### src/rtl/quadrilatero_operand_dispatcher.sv
// Quadrilatero operand dispatcher.
// Accepts one decoded matrix instruction at a time, pulses the target
// execution unit, and serially pushes one read/write reservation per
// matrix operand into the per-register rw queues. At most one reservation
// per register is pushed per cycle, in ascending operand order, so the
// writeback reservation always lands behind any reads of the same register.
module quadrilatero_operand_dispatcher #(
  parameter int N_REGS         = 8,
  parameter int NUM_EXEC_UNITS = 3,
  parameter int N_RD_OPS       = 3,
  parameter int ID_WIDTH       = 4,
  localparam int RW  = $clog2(N_REGS),
  localparam int NW  = $clog2(N_RD_OPS + 1),
  localparam int EUW = (NUM_EXEC_UNITS > 1) ? $clog2(NUM_EXEC_UNITS) : 1
) (
  input  logic                     clk_i,
  input  logic                     rst_ni,
  input  logic                     flush_i,
  input  logic                     instr_valid_i,
  output logic                     instr_ready_o,
  input  logic [ID_WIDTH-1:0]      instr_id_i,
  input  logic [EUW-1:0]           exec_unit_i,
  input  logic [NW-1:0]            n_rd_i,
  input  logic [N_RD_OPS*RW-1:0]   rd_regs_i,
  input  logic                     wb_i,
  input  logic [RW-1:0]            wb_reg_i,
  input  logic [NUM_EXEC_UNITS-1:0] issue_queue_full_i,
  output logic [NUM_EXEC_UNITS-1:0] dispatch_o,
  output logic [ID_WIDTH-1:0]      instr_id_o,
  input  logic [N_REGS-1:0]        rw_queue_full_i,
  output logic [N_REGS-1:0]        rw_push_o,
  output logic [N_REGS-1:0]        rw_rvalid_o,
  output logic [N_REGS-1:0]        rw_wready_o,
  output logic [ID_WIDTH-1:0]      rw_id_o,
  output logic                     busy_o
);

  // Operand slots: reads occupy 0..N_RD_OPS-1, the writeback is the last slot.
  localparam int NOPS = N_RD_OPS + 1;
  localparam logic [EUW:0] NEU = (EUW + 1)'(NUM_EXEC_UNITS);
  localparam logic [NW-1:0] MAX_RD = NW'(N_RD_OPS);

  typedef enum logic {
    IDLE,
    PUSH
  } state_t;

  state_t                    state_q;
  logic [NOPS-1:0]           pend_q;
  logic [ID_WIDTH-1:0]       id_q;
  logic [N_RD_OPS*RW-1:0]    rd_regs_q;
  logic [RW-1:0]             wb_reg_q;
  logic [NUM_EXEC_UNITS-1:0] dispatch_q;

  logic [RW-1:0]             op_reg [NOPS];
  logic [NOPS-1:0]           grant;
  logic [N_REGS-1:0]         taken;
  logic [N_REGS-1:0]         rvalid;
  logic [N_REGS-1:0]         wready;
  logic                      done_now;
  logic                      eu_ok;
  logic                      iq_full_sel;
  logic                      accept;
  logic [NW-1:0]             n_eff;
  logic [NOPS-1:0]           new_pend;
  logic [NUM_EXEC_UNITS-1:0] disp_next;

  // Map each operand slot of the held instruction to its register index.
  always_comb begin
    for (int k = 0; k < NOPS; k++) begin
      op_reg[k] = '0;
    end
    for (int k = 0; k < N_RD_OPS; k++) begin
      op_reg[k] = rd_regs_q[k*RW +: RW];
    end
    op_reg[N_RD_OPS] = wb_reg_q;
  end

  // Grant pending operands in index order, one per register per cycle.
  always_comb begin
    grant  = '0;
    taken  = '0;
    rvalid = '0;
    wready = '0;
    for (int k = 0; k < NOPS; k++) begin
      if (state_q == PUSH && !flush_i && pend_q[k] &&
          !rw_queue_full_i[op_reg[k]] && !taken[op_reg[k]]) begin
        grant[k]          = 1'b1;
        taken[op_reg[k]]  = 1'b1;
        if (k == N_RD_OPS) begin
          wready[op_reg[k]] = 1'b1;
        end else begin
          rvalid[op_reg[k]] = 1'b1;
        end
      end
    end
  end

  // Decode the incoming instruction: target EU checks and new pending mask.
  always_comb begin
    eu_ok       = ({1'b0, exec_unit_i} < NEU);
    iq_full_sel = 1'b0;
    disp_next   = '0;
    for (int e = 0; e < NUM_EXEC_UNITS; e++) begin
      if (exec_unit_i == EUW'(e)) begin
        iq_full_sel  = issue_queue_full_i[e];
        disp_next[e] = 1'b1;
      end
    end
    n_eff    = (n_rd_i > MAX_RD) ? MAX_RD : n_rd_i;
    new_pend = '0;
    for (int k = 0; k < N_RD_OPS; k++) begin
      new_pend[k] = (NW'(k) < n_eff);
    end
    new_pend[N_RD_OPS] = wb_i;
  end

  assign done_now      = (state_q == PUSH) && ((pend_q & ~grant) == '0);
  assign instr_ready_o = !flush_i && eu_ok && !iq_full_sel &&
                         ((state_q == IDLE) || done_now);
  assign accept        = instr_valid_i && instr_ready_o;

  assign rw_rvalid_o = rvalid;
  assign rw_wready_o = wready;
  assign rw_push_o   = rvalid | wready;
  assign dispatch_o  = dispatch_q & {NUM_EXEC_UNITS{~flush_i}};
  assign instr_id_o  = id_q;
  assign rw_id_o     = id_q;
  assign busy_o      = (state_q == PUSH);

  // Dispatcher FSM: latch on accept, retire granted operands, abort on flush.
  always_ff @(posedge clk_i or negedge rst_ni) begin
    if (!rst_ni) begin
      state_q    <= IDLE;
      pend_q     <= '0;
      id_q       <= '0;
      rd_regs_q  <= '0;
      wb_reg_q   <= '0;
      dispatch_q <= '0;
    end else if (flush_i) begin
      state_q    <= IDLE;
      pend_q     <= '0;
      dispatch_q <= '0;
    end else if (accept) begin
      state_q    <= PUSH;
      pend_q     <= new_pend;
      id_q       <= instr_id_i;
      rd_regs_q  <= rd_regs_i;
      wb_reg_q   <= wb_reg_i;
      dispatch_q <= disp_next;
    end else begin
      dispatch_q <= '0;
      if (done_now) begin
        state_q <= IDLE;
        pend_q  <= '0;
      end else begin
        pend_q <= pend_q & ~grant;
      end
    end
  end

endmodule

### config.mk
export PLATFORM = sky130hd
export DESIGN_NAME = quadrilatero_operand_dispatcher
export DESIGN_NICKNAME = d
export VERILOG_FILES = /design/src/rtl/quadrilatero_operand_dispatcher.sv
export SDC_FILE = /design/constraint.sdc
export NUM_CORES = 1
export LEC_CHECK = 0
export ABC_CLOCK_PERIOD_IN_PS = 4950
export CAP_MARGIN = 20
export CORE_MARGIN = 10
export CORE_UTILIZATION = 30
export CTS_BUF_LIST = sky130_fd_sc_hd__clkbuf_8
export CTS_CLUSTER_DIAMETER = 150
export DETAILED_ROUTE_END_ITERATION = 8
export SYNTH_ARGS = -nofsm -noshare
export SYNTH_HDL_FRONTEND = slang
export SYNTH_SLANG_ARGS = --single-unit
### constraint.sdc
create_clock -name clk_i -period 4.95 [get_ports clk_i]
set_input_delay 1.485 -clock clk_i [delete_from_list [all_inputs] [get_ports clk_i]]
set_output_delay 1.485 -clock clk_i [all_outputs]
set_load 0.05 [all_outputs]
---- After elaboration in Yosys (flattened, before gate mapping) ----
Memory sizes are Yosys's and may differ from the RTL's.
Index checks and enable logic that the tools add are counted.
word-level totals
  register bits ........................... 24
  memory bits (read-only) ................. 8
  input bits .............................. 36
  output and inout port bits .............. 37
  word-level logic and storage cells ...... 113
  memories ................................ 1
operators by class
  order comparisons ....................... 13
  equality and inequality tests ........... 2
  mux-type cells .......................... 46
  bitwise operators ....................... 8
  reductions and logical operators ........ 37
memories
  name             words  width  read ports  clocked after Yosys merged registers in  write ports  RTL line  text
  (no name shown)  8      1      1           0                                        0            87        !rw_queue_full_i[op_reg[k]] && !taken[op_reg[k]]) begin
operators by type and width
  cell                                                                                  number
  8-bit two-way mux                                                                     4
  1-bit two-way mux                                                                     25
  8-bit bitwise OR                                                                      3
  1-bit logical AND                                                                     22
  1-bit binary-select mux with 3-bit select                                             7
  3-bit by 4-bit < comparator with 1-bit output (second input constant)                 4
  1-bit demux with 3-bit select                                                         4
  3-bit by 1-bit greater-or-equal comparator with 1-bit output (second input constant)  4
  4-bit two-way mux                                                                     3
  1-bit logical NOT                                                                     10
  3-bit two-way mux                                                                     2
  4-bit bitwise AND                                                                     1
  4-bit logical NOT                                                                     1
  1-bit by 2-bit < comparator with 1-bit output (first input constant)                  2
  4-bit NOT                                                                             1
  3-bit bitwise AND                                                                     1
  3-bit nonzero test                                                                    1
  2-bit by 1-bit equality test with 1-bit output (second input constant)                1
  2-bit equality test (second input constant)                                           1
  2-bit greater-than comparator (second input constant)                                 1
  2-bit logical NOT                                                                     1
  2-bit < comparator (first input constant)                                             1
  2-bit < comparator (second input constant)                                            1
  2-bit two-way mux                                                                     1
  other kinds (3)                                                                       4

---- Logic depth before layout (Yosys ltp) ----
  depth in word-level cells ............... 30
  gate-level depth with buffers ........... 12
  depth with buffers taken out ............ 9

---- Worst setup path before layout ----
OpenSTA, ideal clock, no wires.
  kind .................................... input port to output port
  from .................................... input port rw_queue_full_i[7]
  to ...................................... output port rw_push_o[4]
  arrival ................................. 5.065 ns
  required time ........................... 3.465 ns
  path slack .............................. -1.600 ns
  stages .................................. 8
  buffers on the path ..................... 0
  cells stage by stage .................... mux2_2 -> a32o_2 -> nor4_4 -> nor2_1 -> a31oi_1 -> o211ai_1 -> nor4b_1 -> or2_2
between the ends
  cells in the longest elaborated chain, start to end .. 22
  elaborated cells between the ends (all ways) .. 36
  those cells by class .................... mux: 18; bitwise: 3; reduce/logical: 15
RTL lines
  item                                       RTL line  text
  start, declared                            30        input logic [N_REGS-1:0] rw_queue_full_i,
  1-bit binary-select mux with 3-bit select  87
  1-bit two-way mux (implied by the code)    87
  1-bit logical NOT                          87
  1-bit logical AND                          86        if (state_q == PUSH && !flush_i && pend_q[k] &&
  1-bit logical AND                          87
  8-bit two-way mux                          86
  1-bit binary-select mux with 3-bit select  87
  1-bit two-way mux (implied by the code)    87
  [7 not listed]                             -
  8-bit two-way mux                          86
  1-bit binary-select mux with 3-bit select  87
  1-bit two-way mux (implied by the code)    87
  1-bit logical NOT                          87
  1-bit logical AND *                        87
  8-bit two-way mux *                        86
  net rw_wready_o[4]                         33        output logic [N_REGS-1:0] rw_wready_o,
  8-bit bitwise OR *                         125       assign rw_push_o = rvalid | wready;
  end, declared                              31        output logic [N_REGS-1:0] rw_push_o,
The timed path passes the listed nets; every way through them passes the cells marked *. The select of a mux whose other input is x is not followed.

---- Worst setup path after layout ----
  from .................................... input port rw_queue_full_i[0]
  to ...................................... output port rw_push_o[1]
between the ends
  cells in the longest elaborated chain, start to end .. 22
  elaborated cells between the ends (all ways) .. 36
  those cells by class .................... mux: 18; bitwise: 3; reduce/logical: 15
RTL lines
  item                                       RTL line
  1-bit binary-select mux with 3-bit select  87
  1-bit two-way mux (implied by the code)    87
  1-bit logical NOT                          87
  1-bit logical AND                          86
  1-bit logical AND                          87
  8-bit two-way mux                          86
  1-bit binary-select mux with 3-bit select  87
  1-bit two-way mux (implied by the code)    87
  [6 not listed]                             -
  1-bit logical AND                          87
  8-bit two-way mux                          86
  1-bit binary-select mux with 3-bit select  87
  1-bit two-way mux (implied by the code)    87
  1-bit logical NOT                          87
  1-bit logical AND                          87
  8-bit two-way mux                          86
  8-bit bitwise OR *                         125
Every way passes the cells marked *; elsewhere a longest branch is shown, timed or not. The select of a mux whose other input is x is not followed.

==> out/results.ini <==
[power]
p_leak_nw=1.95
ir_drop_uv=329
finalPower_mw=1.40
powerDensity_nw_per_um2=305

[setup_path]
worst_setup_path_end_kind=output pin
cp_slowest_cell=o311a_1
r2r-start=rd_regs_q[1]$_DFFE_PN0P_
reg2reg_depth=16
crit_path_max_incr_delay_ns=0.41
path_delay_family=simple AND/OR/NAND/NOR gates
path_buf_inv=5
rr_endpoint=rd_regs_q[5]$_DFFE_PN0P_
crit_type=input port to output pin
cp_data_required_time_ns=3.46
crit_chain=buf_6 > or3b_4 > a21oi_4 > nor4_4 > buf_4 > nor4_4 > buf_4 > nor4b_4 > o311a_1 > nor4_4 > buf_6 > nor3b_4 > or2_4 > buf_12
cp_max_fo=8
start_kind=input port
crit_top_cell=nor4_4
cp.arrival_ns=4.25
cp-startpoint=rw_queue_full_i[0]
rrSetupSlack_ns=1.20

[synth]
async_flop_share_pct=100
synth.distinct_cells=63
syn_area_um2=2470
ys.flop_type=dfrtp_1
synth_seq_cells=24
syn_avg_cell_area_um2=8.92
yosys_warnings=0
synth_edf_count=0
syn_inst=277
ys_top_cells_by_count=24 x dfrtp_1, 20 x nor2_1, 19 x nand2_1, 15 x mux2_4, 14 x nand2b_1
synth_top_area_share_pct=24.3
synth_most_common_cell=dfrtp_1
synth_top_cell_by_area=dfrtp_1
netlist_top_cells_area=dfrtp_1 24%, mux2_4 9.1%, nand2b_1 3.5%, nand3b_1 3.3%, mux2_2 3.2%
yosysSeqAreaShare_pct=24.3
synth_nets=313

[route]
wl_mm=9.43
num_vias=2817
vias_per_cell=5.31
postRouteAntennaNets=0
drc=0
wl_per_cell_um=17.7
drt_pass1_iterations=4
drt-initial-drc-count=240

[sta]
slew-limit-headroom_pct=57.0
tightest_slew_ns=0.639
fmax_mhz=174
rsz0062_at_grt=yes
setup_violations=25
drv_slew=0
setup_slack_ns=-0.788
hold_ws_ns=0.540
hold_viol=0
finClkSkew_ns=0.00705
fin_crit_ns=5.74
fin_crit_sh_pct=116

[global_route]
grt_max_degree=25
gr-usage-all-layers_pct=14.8
grt_pass1_vias=2895
grt_pass1_wl_mm=15.5
antenna_found_initial=0
grt_overflow=0

[cts]
cts_buffer_depth=2
numCtsBuffers=3
htree_levels=1
cts-root-buf=clkbuf_8
cts_sinks=24
clk_latency_ns=0.27
clk_pin_slew_ns=0.09
tritoncts=done
cts_hold_buf=0

[place]
place.gp.congestion=0.941
post-dp-hpwl_mm=7.47
placed_cells=506
place.port_buffers=72

[die]
fp.dieH_um=111
die-width_um=111
start_util_pct=30.5
die_area_um2=12300
coreArea_um2=8090
ios=73
num_rows=33

[hold_path]
holdPathStages=1
hold_path.class=flip-flop to flip-flop
min_from=instr_id_o[2]$_DFFE_PN0P_
min_to=instr_id_o[2]$_DFFE_PN0P_

[run_status]
violations=negative setup slack
status=finished with violations

[finish]
stdcell_count=531
nets=463
layout-drive-gt1-share_pct=49.8
antennaDiodeCount=0
syn2layout_area_growth_pct=86.4

[flow_run]
maxCapViolations=0

[what timing repair did]
action | 4_1_cts | 5_1_grt
gates resized for setup | 100 | 21
pin swaps | 25 | 17
endpoints found under the hold margin | 0 | 0
gates cloned | 0 | 0
buffers inserted | 18 | 10
endpoints found under the setup margin | 25 | 25
[sequential cells by signal, indices dropped and copies added, names as in the netlist]
| name | flops |
|---|---|
| rd_regs_q | 9 |
| instr_id_o | 4 |
| pend_q | 4 |
| dispatch_q | 3 |
| wb_reg_q | 3 |
| busy_o | 1 |
[worst max path at each step]
stage,cells after the start,end,slack [ns]
finish,14,rw_push_o[1],-0.79
global route,14,rw_push_o[1],-0.91
CTS,16,instr_ready_o,-0.73
detailed placement,12,instr_ready_o,-1.19
global placement,12,instr_ready_o,-1.21
floorplan,9,rw_push_o[1],-0.77
[per-layer routing]
metal	global-route usage, %	share of wire [%]
met2	24.6	50
met1	18.7	42
met3	3.73	6.7
met5	0	0
met4	2.95	1.9
[cells in the final DEF (no fill, tap or decap), drive strengths merged, types with 5 or more instances in the layout]
cell | netlist | routed
a21oi | 8 | 8
buf | 15 | 132
clkdlybuf4s50 | 0 | 35
dfrtp | 24 | 24
inv | 6 | 6
mux2 | 23 | 23
mux2i | 6 | 6
nand2 | 19 | 19
nand2b | 14 | 14
nand3 | 9 | 9
nand3b | 11 | 11
nor2 | 20 | 20
nor2b | 10 | 10
nor3 | 9 | 9
nor3b | 5 | 5
nor4 | 6 | 6
o21ai | 6 | 6
or2 | 8 | 8
[cells by family after synthesis]
| kind of cell | Yosys count | share of synthesized area, % |
|---|---|---|
| simple gates | 137 | 34.1 |
| compound gates | 50 | 17.0 |
| buf+inv | 30 | 6.84 |
| mux | 29 | 15.2 |
| flops | 24 | 24.3 |
| xor+xnor | 7 | 2.48 |
[stage by stage]
step | util (%) | setup TNS, ns | area, um2 | setup WS [ns]
after global routing | 56.9 | -16.03 | 4600 | -0.906
after CTS | 55.4 | -11.87 | 4480 | -0.731
after global placement | 49.9 | -25.15 | 4040 | -1.21
after detailed placement | 49.9 | -25.07 | 4040 | -1.19
final | 56.9 | -14.03 | 4600 | -0.788
after floorplan | - | -6.60 | 2580 | -0.772
[final cells by class]
class                      instances  area [um2]
fill                             698        3490
multi-input combinational        223        2000
timing repair buffer             169        1770
sequential                        24         601
tap                              105         131
clock buffer                       3        41.3
clock inverter                     1        30.0
inverter                           6        30.0
[power breakdown]
| group | switching [mW] | internal [mW] | leakage [nW] |
|---|---|---|---|
| Sequential | 0.124 | 0.247 | 0.298 |
| Clock | 0.0642 | 0.108 | 0.0357 |
| Combinational | 0.472 | 0.388 | 1.62 |
No activity file was read; power rests on OpenSTA's default activity.
